File: src/rtl/scurve_usb_drain.sv
// rtl/scurve_usb_drain.sv - FX2 slave-FIFO drain for the SCurve USB data FIFO (optional feature macro: SCURVE_USB_TRAILER_EN)
module scurve_usb_drain #(
  parameter int PKT_WORDS = 256
) (
  input  logic        Clk,
  input  logic        reset_n,
  input  logic        enable,
  input  logic        usb_data_fifo_empty,
  output logic        usb_data_fifo_rd_en,
  input  logic [15:0] usb_data_fifo_dout,
  input  logic        SCurve_Test_Done,
  input  logic        usb_flag_full_n,
  output logic        usb_slwr_n,
  output logic        usb_pktend_n,
  output logic [15:0] usb_fdata,
  output logic        Data_Transmit_Done,
  output logic [15:0] word_count
);

  localparam logic [2:0] S_IDLE   = 3'd0;
  localparam logic [2:0] S_RD     = 3'd1;
  localparam logic [2:0] S_LAT    = 3'd2;
  localparam logic [2:0] S_WR     = 3'd3;
  localparam logic [2:0] S_PKTEND = 3'd4;
  localparam logic [2:0] S_DONE   = 3'd5;
`ifdef SCURVE_USB_TRAILER_EN
  localparam logic [2:0] S_TRL0   = 3'd6;
  localparam logic [2:0] S_TRL1   = 3'd7;
`endif

  localparam logic [15:0] PKT_LAST = 16'(PKT_WORDS - 1);

  logic [2:0]  r_state;
  logic [15:0] r_fdata;
  logic [15:0] r_word_count;
  logic [15:0] r_pkt_cnt;
  logic        r_done_q;
  logic        r_done_pending;
  logic        r_clr_count;
`ifdef SCURVE_USB_TRAILER_EN
  logic [1:0]  r_gap;
  logic        w_trl_stb;
`endif

  logic        w_done_rise;
  logic        w_can_rd;
  logic        w_end_of_run;
  logic        w_wr_stb;
  logic        w_slwr;
  logic [15:0] w_pkt_inc;

  assign w_done_rise  = SCurve_Test_Done & ~r_done_q;
  // Draining always wins; end-of-run is only considered once the FIFO is empty.
  assign w_can_rd     = enable & ~usb_data_fifo_empty & usb_flag_full_n;
  assign w_end_of_run = enable & usb_data_fifo_empty & r_done_pending;
  assign w_pkt_inc    = (r_pkt_cnt == PKT_LAST) ? 16'd0 : r_pkt_cnt + 16'd1;
  assign w_wr_stb     = (r_state == S_WR) & usb_flag_full_n;
`ifdef SCURVE_USB_TRAILER_EN
  // Trailer strobes keep the 3-cycle minimum slwr_n period via r_gap.
  assign w_trl_stb    = ((r_state == S_TRL0) | (r_state == S_TRL1)) & usb_flag_full_n & (r_gap == 2'd0);
  assign w_slwr       = w_wr_stb | w_trl_stb;
`else
  assign w_slwr       = w_wr_stb;
`endif

  // Strobes decode from state so none can be active on the cycle after reset.
  assign usb_data_fifo_rd_en = (r_state == S_RD);
  assign usb_slwr_n          = ~w_slwr;
  assign usb_pktend_n        = ~((r_state == S_PKTEND) & usb_flag_full_n);
  assign Data_Transmit_Done  = (r_state == S_DONE);
  assign usb_fdata           = r_fdata;
  assign word_count          = r_word_count;

  // Transfer FSM plus word/packet counters and end-of-run arming.
  always_ff @(posedge Clk) begin
    if (!reset_n) begin
      r_state        <= S_IDLE;
      r_fdata        <= 16'd0;
      r_word_count   <= 16'd0;
      r_pkt_cnt      <= 16'd0;
      r_done_q       <= 1'b0;
      r_done_pending <= 1'b0;
      r_clr_count    <= 1'b0;
`ifdef SCURVE_USB_TRAILER_EN
      r_gap          <= 2'd0;
`endif
    end else begin
      r_done_q <= SCurve_Test_Done;
      // A new edge landing on the DONE cycle belongs to the next run, so set wins.
      if (w_done_rise)
        r_done_pending <= 1'b1;
      else if (r_state == S_DONE)
        r_done_pending <= 1'b0;
`ifdef SCURVE_USB_TRAILER_EN
      if (w_slwr)
        r_gap <= 2'd2;
      else if (r_gap != 2'd0)
        r_gap <= r_gap - 2'd1;
`endif
      case (r_state)
        S_IDLE: begin
          if (w_can_rd) begin
            r_state <= S_RD;
          end else if (w_end_of_run) begin
`ifdef SCURVE_USB_TRAILER_EN
            r_fdata <= 16'hFF45;
            r_state <= S_TRL0;
`else
            r_state <= (r_pkt_cnt != 16'd0) ? S_PKTEND : S_DONE;
`endif
          end
        end
        S_RD: begin
          if (r_clr_count) begin
            r_word_count <= 16'd0;
            r_clr_count  <= 1'b0;
          end
          r_state <= S_LAT;
        end
        S_LAT: begin
          r_fdata <= usb_data_fifo_dout;
          r_state <= S_WR;
        end
        S_WR: begin
          if (usb_flag_full_n) begin
            r_word_count <= r_word_count + 16'd1;
            r_pkt_cnt    <= w_pkt_inc;
            // Chaining straight into RD gives one word every 3 cycles.
            r_state      <= w_can_rd ? S_RD : S_IDLE;
          end
        end
`ifdef SCURVE_USB_TRAILER_EN
        S_TRL0: begin
          if (w_trl_stb) begin
            r_pkt_cnt <= w_pkt_inc;
            r_fdata   <= r_word_count;
            r_state   <= S_TRL1;
          end
        end
        S_TRL1: begin
          if (w_trl_stb) begin
            r_pkt_cnt <= w_pkt_inc;
            r_state   <= (w_pkt_inc != 16'd0) ? S_PKTEND : S_DONE;
          end
        end
`endif
        S_PKTEND: begin
          if (usb_flag_full_n) begin
            r_pkt_cnt <= 16'd0;
            r_state   <= S_DONE;
          end
        end
        S_DONE: begin
          r_clr_count <= 1'b1;
          r_state     <= S_IDLE;
        end
        default: r_state <= S_IDLE;
      endcase
    end
  end

endmodule

File: config.mk
export PLATFORM = sky130hd
export DESIGN_NAME = scurve_usb_drain
export DESIGN_NICKNAME = d
export VERILOG_FILES = /design/src/rtl/scurve_usb_drain.sv
export SDC_FILE = /design/constraint.sdc
export NUM_CORES = 1
export LEC_CHECK = 0
export ABC_AREA = 1
export CELL_PAD_IN_SITES_DETAIL_PLACEMENT = 1
export CELL_PAD_IN_SITES_GLOBAL_PLACEMENT = 2
export CORE_UTILIZATION = 34
export CTS_CLUSTER_DIAMETER = 30
export CTS_CLUSTER_SIZE = 10
export DETAILED_ROUTE_END_ITERATION = 10
export DONT_BUFFER_PORTS = 1
export HOLD_SLACK_MARGIN = 0.06
export PLACE_DENSITY = 0.79
export SETUP_SLACK_MARGIN = 0.4
export SLEW_MARGIN = 20
export SYNTH_ARGS = -nofsm -noshare
export SYNTH_HDL_FRONTEND = slang
export SYNTH_SLANG_ARGS = --single-unit
File: constraint.sdc
create_clock -name Clk -period 1.6 [get_ports Clk]
set_clock_uncertainty 0.05 [all_clocks]
set_input_delay 0.16 -clock Clk [delete_from_list [all_inputs] [get_ports Clk]]
set_output_delay 0.16 -clock Clk [all_outputs]
set_load 0.05 [all_outputs]
==> metrics.cfg, run 1 <==
[die]
core-area_mm2=0.00773
rows=32
start_util=0.351
die_w_um=91.3
dieArea_mm2=0.00833
chipHeight_um=91.3
pin_count=58

[synth]
synthesis.area_mm2=0.00271
syn-num-nets=417
postSynthAreaPerCell_um2=6.91
netlist_instances=392
ys_top_cells_by_area=dfxtp_1, nand2_1, nor2_1, inv_1, a21oi_1
synth_area_leader_cell=dfxtp_1
netlist.area_leader.share=0.399
ys_seq_area_frac=0.399
yosysUniqueCellTypes=36
ys_ff_latch=54
yosysWarnings=0

[critical_path]
startpoint_type=flip-flop
critPathSlowestCell=dfxtp_4
r2r_cells=8
worst-setup-path-type=reg -> reg
path_cells=inv_6, nand4_1, nand2_4, buf_6, nand2_4, nand2_2, nand2_2, nor3b_2
worst_path_largest_cell_delay_ps=380
cp_max_fo=6
required_ps=1800
end_kind=flip-flop
cp.arrival_ps=1740

[sta]
setup_violations=0
post-route-period-util=0.959
hold_violations=0
worstMarginPinSlew_ps=365
fin_setup_tns_ps=0
period_needed_ps=1530
worst_slack_ps=65.3
rsz0062_at_grt=yes
slew_violations=0
fmax_mhz=652
relSlewSlack=0.756

[routing]
drtPass1Iterations=4
drc=0
drt-initial-drc-count=59
avgViaCountPerCell=5.12
ant_nets=0
wl_per_cell_um=18.0
wl_um=10700
vias=3051

[finish]
final_common_cell=nand2_1
area_growth_pct=67.4
finalNetCount=518
final_cell_mix=nand2_1, buf_4, nor2_1
n_antenna_cell=0
final_layout_size_suffix_gt1_frac=0.498

[place]
globalplace.congestion=0.830
hpwlAfterDp_um=5920
io_buffers=0
pre_cts_slack_ps=55.5

[job]
drv_cap=0

[hold_path]
hold_path_class=in -> reg
holdPathStages=3

[power_and_ir_drop]
irDropWorstVdd_mv=0.743
p_leak_nw=1.85
power_density_mw_per_mm2=1080

[clock_network]
cts_buffer_depth=2
path_clk_slew_ps=100
clockRootBuffer=clkbuf_8
htreeDepth=2
cts_buffers=5
cts_sinks=54
cts_tree=yes
clkLatencyLatePin_ps=320

[grt]
grt_max_degree=27
grt_pass1_wl_um=15900
grt_pass1_vias=3299
antenna_found_initial=0
grt_overflow=0
grt_usage=0.243

[run_status]
outcome=finished, final reports clean

-- synthesized netlist by cell type (all sizes together) --
cell type	instances
a21oi	27
nor3	11
o21bai	3
ha	3
dfxtp	54
a211oi	2
and2	2
buf	6
nor2	79
nand2	92
clkinv	1
nor3b	1
o2111ai	1
nand4	7
nand3b	2
xor2	2
o21ai	25
a22oi	1
nand3	23
a31oi	2
o22ai	1
xnor2	1
inv	43
clkbuf	3
-- area by class of cell --
class / count / area (um2)
Clock inverter: 2 / 60.1
Clock buffer: 6 / 82.6
Multi-Input combinational cell: 286 / 1920
Tap cell: 102 / 128
Timing Repair inverter: 2 / 20.0
Fill cell: 930 / 3190
Inverter: 44 / 210
Timing Repair Buffer: 100 / 957
Sequential cell: 54 / 1150
-- where the power goes --
group / internal, mW / total, mW / switching [mW]
Sequential: 1.49 / 1.63 / 0.139
Combinational: 0.766 / 2.08 / 1.31
Clock: 0.668 / 1.17 / 0.497
-- through the flow --
step / power (mW) / hold slack, ps / utilization / instances / cell area (um2)
floorplan: 2.61 / 221 / - / 392 / 2820
global placement: 2.93 / 237 / 0.421 / 535 / 3250
detailed placement: 2.96 / 244 / 0.421 / 535 / 3250
CTS: 4.59 / 71.2 / 0.537 / 587 / 4150
global route: 5.08 / 87.6 / 0.587 / 596 / 4540
finish: 4.88 / 90.8 / 0.587 / 596 / 4540
-- worst max-delay path: cells and delay by family, from the launching register on --
kind	cells	cell delay (ps)
and+or+nand+nor	6	810
buffers and inverters	2	230
DFF	1	380
-- metal layers --
metal | part of all wire | track usage | vias up
li1 | - | - | 1469
met1 | 0.40 | 0.268 | 1494
met2 | 0.54 | 0.460 | 67
met3 | 0.035 | 0.0519 | 21
met4 | 0.025 | 0.0780 | 0
met5 | 0 | 0 | -
-- state kept, by name, indices dropped and copies added, names as in the netlist --
register / count
r_pkt_cnt: 16
usb_fdata: 16
r_done_q: 1
r_clr_count: 1
r_state: 3
r_done_pending: 1
word_count: 16
-- logic make-up after synthesis --
kind of cell	share of synthesized area
flip-flops	0.399
adder cells (fa/ha/maj)	0.0139
buffers and inverters	0.0827
XOR/XNOR	0.00970
AO/OA/AOI/OAI	0.124
AND/OR/NAND/NOR	0.370
-- what timing repair did --
action                                  CTS  global route
hold buffers                             19             0
buffers inserted                         22             8
endpoints found under the hold margin    31             0
pin swaps                                31            40
endpoints found under the setup margin   55            57
resized for setup                       111            88
gates cloned                              3             1
-- path summary, 6_finish.rpt --
kind | startpoint | to | slack (ps)
worst max register to register | r_state[1] | r_pkt_cnt[8] | 70
worst max-delay path | r_state[1] | r_pkt_cnt[8] | 70
worst min register to register | r_done_q | r_done_pending | 390
worst min-delay path | reset_n | usb_fdata[7] | 90
(Power assumes the default switching activity.)
==> inputs of run 2 (changes only) <==
--- a/config.mk
+++ b/config.mk
@@ -9,7 +9,7 @@
 export CELL_PAD_IN_SITES_DETAIL_PLACEMENT = 1
 export CELL_PAD_IN_SITES_GLOBAL_PLACEMENT = 2
 export CORE_UTILIZATION = 34
-export CTS_CLUSTER_DIAMETER = 30
+export CTS_CLUSTER_DIAMETER = 100
 export CTS_CLUSTER_SIZE = 10
 export DETAILED_ROUTE_END_ITERATION = 10
 export DONT_BUFFER_PORTS = 1
==> constraint.sdc (replaced) <==
create_clock -name Clk -period 1.6 [get_ports Clk]
set_clock_uncertainty 0.05 [all_clocks]
set_input_delay 0.16 -clock Clk [delete_from_list [all_inputs] [get_ports Clk]]
set_output_delay 0.16 -clock Clk [all_outputs]
set_load 0.1 [all_outputs]
==> run 2 against run 1 <==
The flow now finishes with violations (negative hold slack). Via count rose by 2.2%. Routed wire length rose by 3.7%. Final cell count did not move. Non-clock buffer count fell by 1. First-iteration DRC count rose by 140%. Power rose by 9.7%. Clock power fell by 23%. Sequential cell count did not move. Fmax rose by 1.6%. Count of clock-buffer cells in the layout rose by 2. Hold slack got worse by 190 ps. Critical path depth rose by 2. Critical endpoint is now word_count[14]. Largest power group unchanged.
==> metrics.cfg, run 2 (synthesized netlist as in run 1, its figures left out) <==
[run_status]
outcome=finished with violations
violations=negative hold slack

[place]
hpwlAfterDp_um=5900
io_buffers=0
pre_cts_slack_ps=-42.6
globalplace.congestion=0.783

[finish]
fillers=900
area_growth_pct=70.8
final_common_cell=nand2_1
utilization=0.599
finalNetCount=518
n_antenna_cell=0
final_cell_mix=nand2_1, buf_4, nor2_1
final_layout_size_suffix_gt1_frac=0.571

[critical_path]
cp.arrival_ps=1720
required_ps=1810
cp_max_fo=5
r2r_slack_ps=90
end_kind=flip-flop
startpoint_type=flip-flop
worst-setup-path-type=reg -> reg

[hold_path]
hold_path_class=in -> reg

[clock_network]
hold_buffers=6
clkLatencyLatePin_ps=320
cts_buffer_depth=2
path_clk_slew_ps=100
cts_sinks=54
htreeDepth=2
clockRootBuffer=clkbuf_8
cts_buffers=5
cts_tree=yes

[power_and_ir_drop]
power_density_mw_per_mm2=1160
irDropWorstVdd_mv=1.00
p_leak_nw=1.92

[job]
drv_cap=0

[grt]
grt_usage=0.246
grt_pass1_vias=3245
grt_max_degree=28
antenna_found_initial=0
grt_overflow=0
grt_pass1_wl_um=16200

[sta]
worst_slack_ps=89.6
period_needed_ps=1510
setup_violations=0
slew_violations=0
fin_worst_hold_slack_ps=-100
post-route-period-util=0.944
relSlewSlack=0.679
worstMarginPinSlew_ps=480
hold_violations=26
rsz0062_at_grt=yes
fmax_mhz=662

[routing]
drc=0
wl_um=11100
wl_per_cell_um=18.6
drt-initial-drc-count=143
vias=3119
ant_nets=0
drtPass1Iterations=4
avgViaCountPerCell=5.23

[die]
dieArea_mm2=0.00833
pin_count=58
chipHeight_um=91.3
core-area_mm2=0.00773
rows=32
start_util=0.351
die_w_um=91.3

==> run 2: cell count changes in the layout (fill, tap and decap cells not counted), sizes merged, moves of 2 or more <==
cell / delta
dlygate4sd3: -13
buf: +11
inv: -3
bufinv: -2
clkbuf: +2
clkinv: +2
==> run 2: area by class of cell <==
class,count,area (um2),area share
Timing Repair Buffer,99,1000,0.217
Multi-Input combinational cell,287,1970,0.426
Timing Repair inverter,2,32.5,0.00703
Inverter,44,206,0.0446
Sequential cell,54,1180,0.256
Tap cell,102,128,0.0276
Clock buffer,8,101,0.0219
==> run 2: per-stage QoR <==
| step | power (mW) | setup TNS (ps) | std cells | cell area, um2 | hold WS, ps |
|---|---|---|---|---|---|
| 4_1_cts | 5.02 | 0 | 581 | 4240 | -108 |
| 2_1_floorplan | 3.08 | -9750 | 392 | 2870 | 221 |
| 3_3_place_gp | 3.38 | 0 | 532 | 3290 | 232 |
| 5_1_grt | 5.57 | -53.8 | 596 | 4630 | -117 |
| 3_5_place_dp | 3.41 | -74.0 | 532 | 3290 | 245 |
| 6_report | 5.35 | 0 | 596 | 4630 | -100 |
==> run 2: timing repair <==
action,in CTS,in global routing
hold endpoints to repair,31,28
cloned,4,1
gates resized for setup,150,77
pin swaps,43,55
endpoints found under the setup margin,63,63
buffers inserted,31,14
==> run 2: report_power, final <==
part           switching [mW]  internal, mW  leakage, nW
Combinational            1.83         0.943         1.41
Sequential              0.172          1.51        0.464
Clock                   0.494         0.408       0.0506
Total                    2.50          2.86         1.92
==> run 2: final timing paths <==
check	depth (start not counted)	from	end
setup reg to reg	10	r_state[2]	word_count[14]
hold reg to reg	1	r_done_q	r_done_pending
hold / removal	2	reset_n	usb_fdata[9]
setup / recovery	10	r_state[2]	word_count[14]
==> run 2: worst max-delay path, cell delays in order (launching register included) <==
cell and delay [ps]:
dfxtp_4 380, inv_6 80, nand3_4 80, nor2_4 160, buf_12 150, nor2_8 50
nor2_4 120, nand2_2 90, o21bai_1 160, nand2_1 80, inv_1 50
==> run 2: routing by layer <==
metal | up-vias | part of all wire | track usage | wire (um)
met5 | - | 0 | 0 | 0
li1 | 1465 | - | - | -
met1 | 1547 | 0.40 | 0.287 | 4420
met4 | 0 | 0.029 | 0.0754 | 321
met3 | 29 | 0.031 | 0.0419 | 349
met2 | 78 | 0.54 | 0.455 | 6020
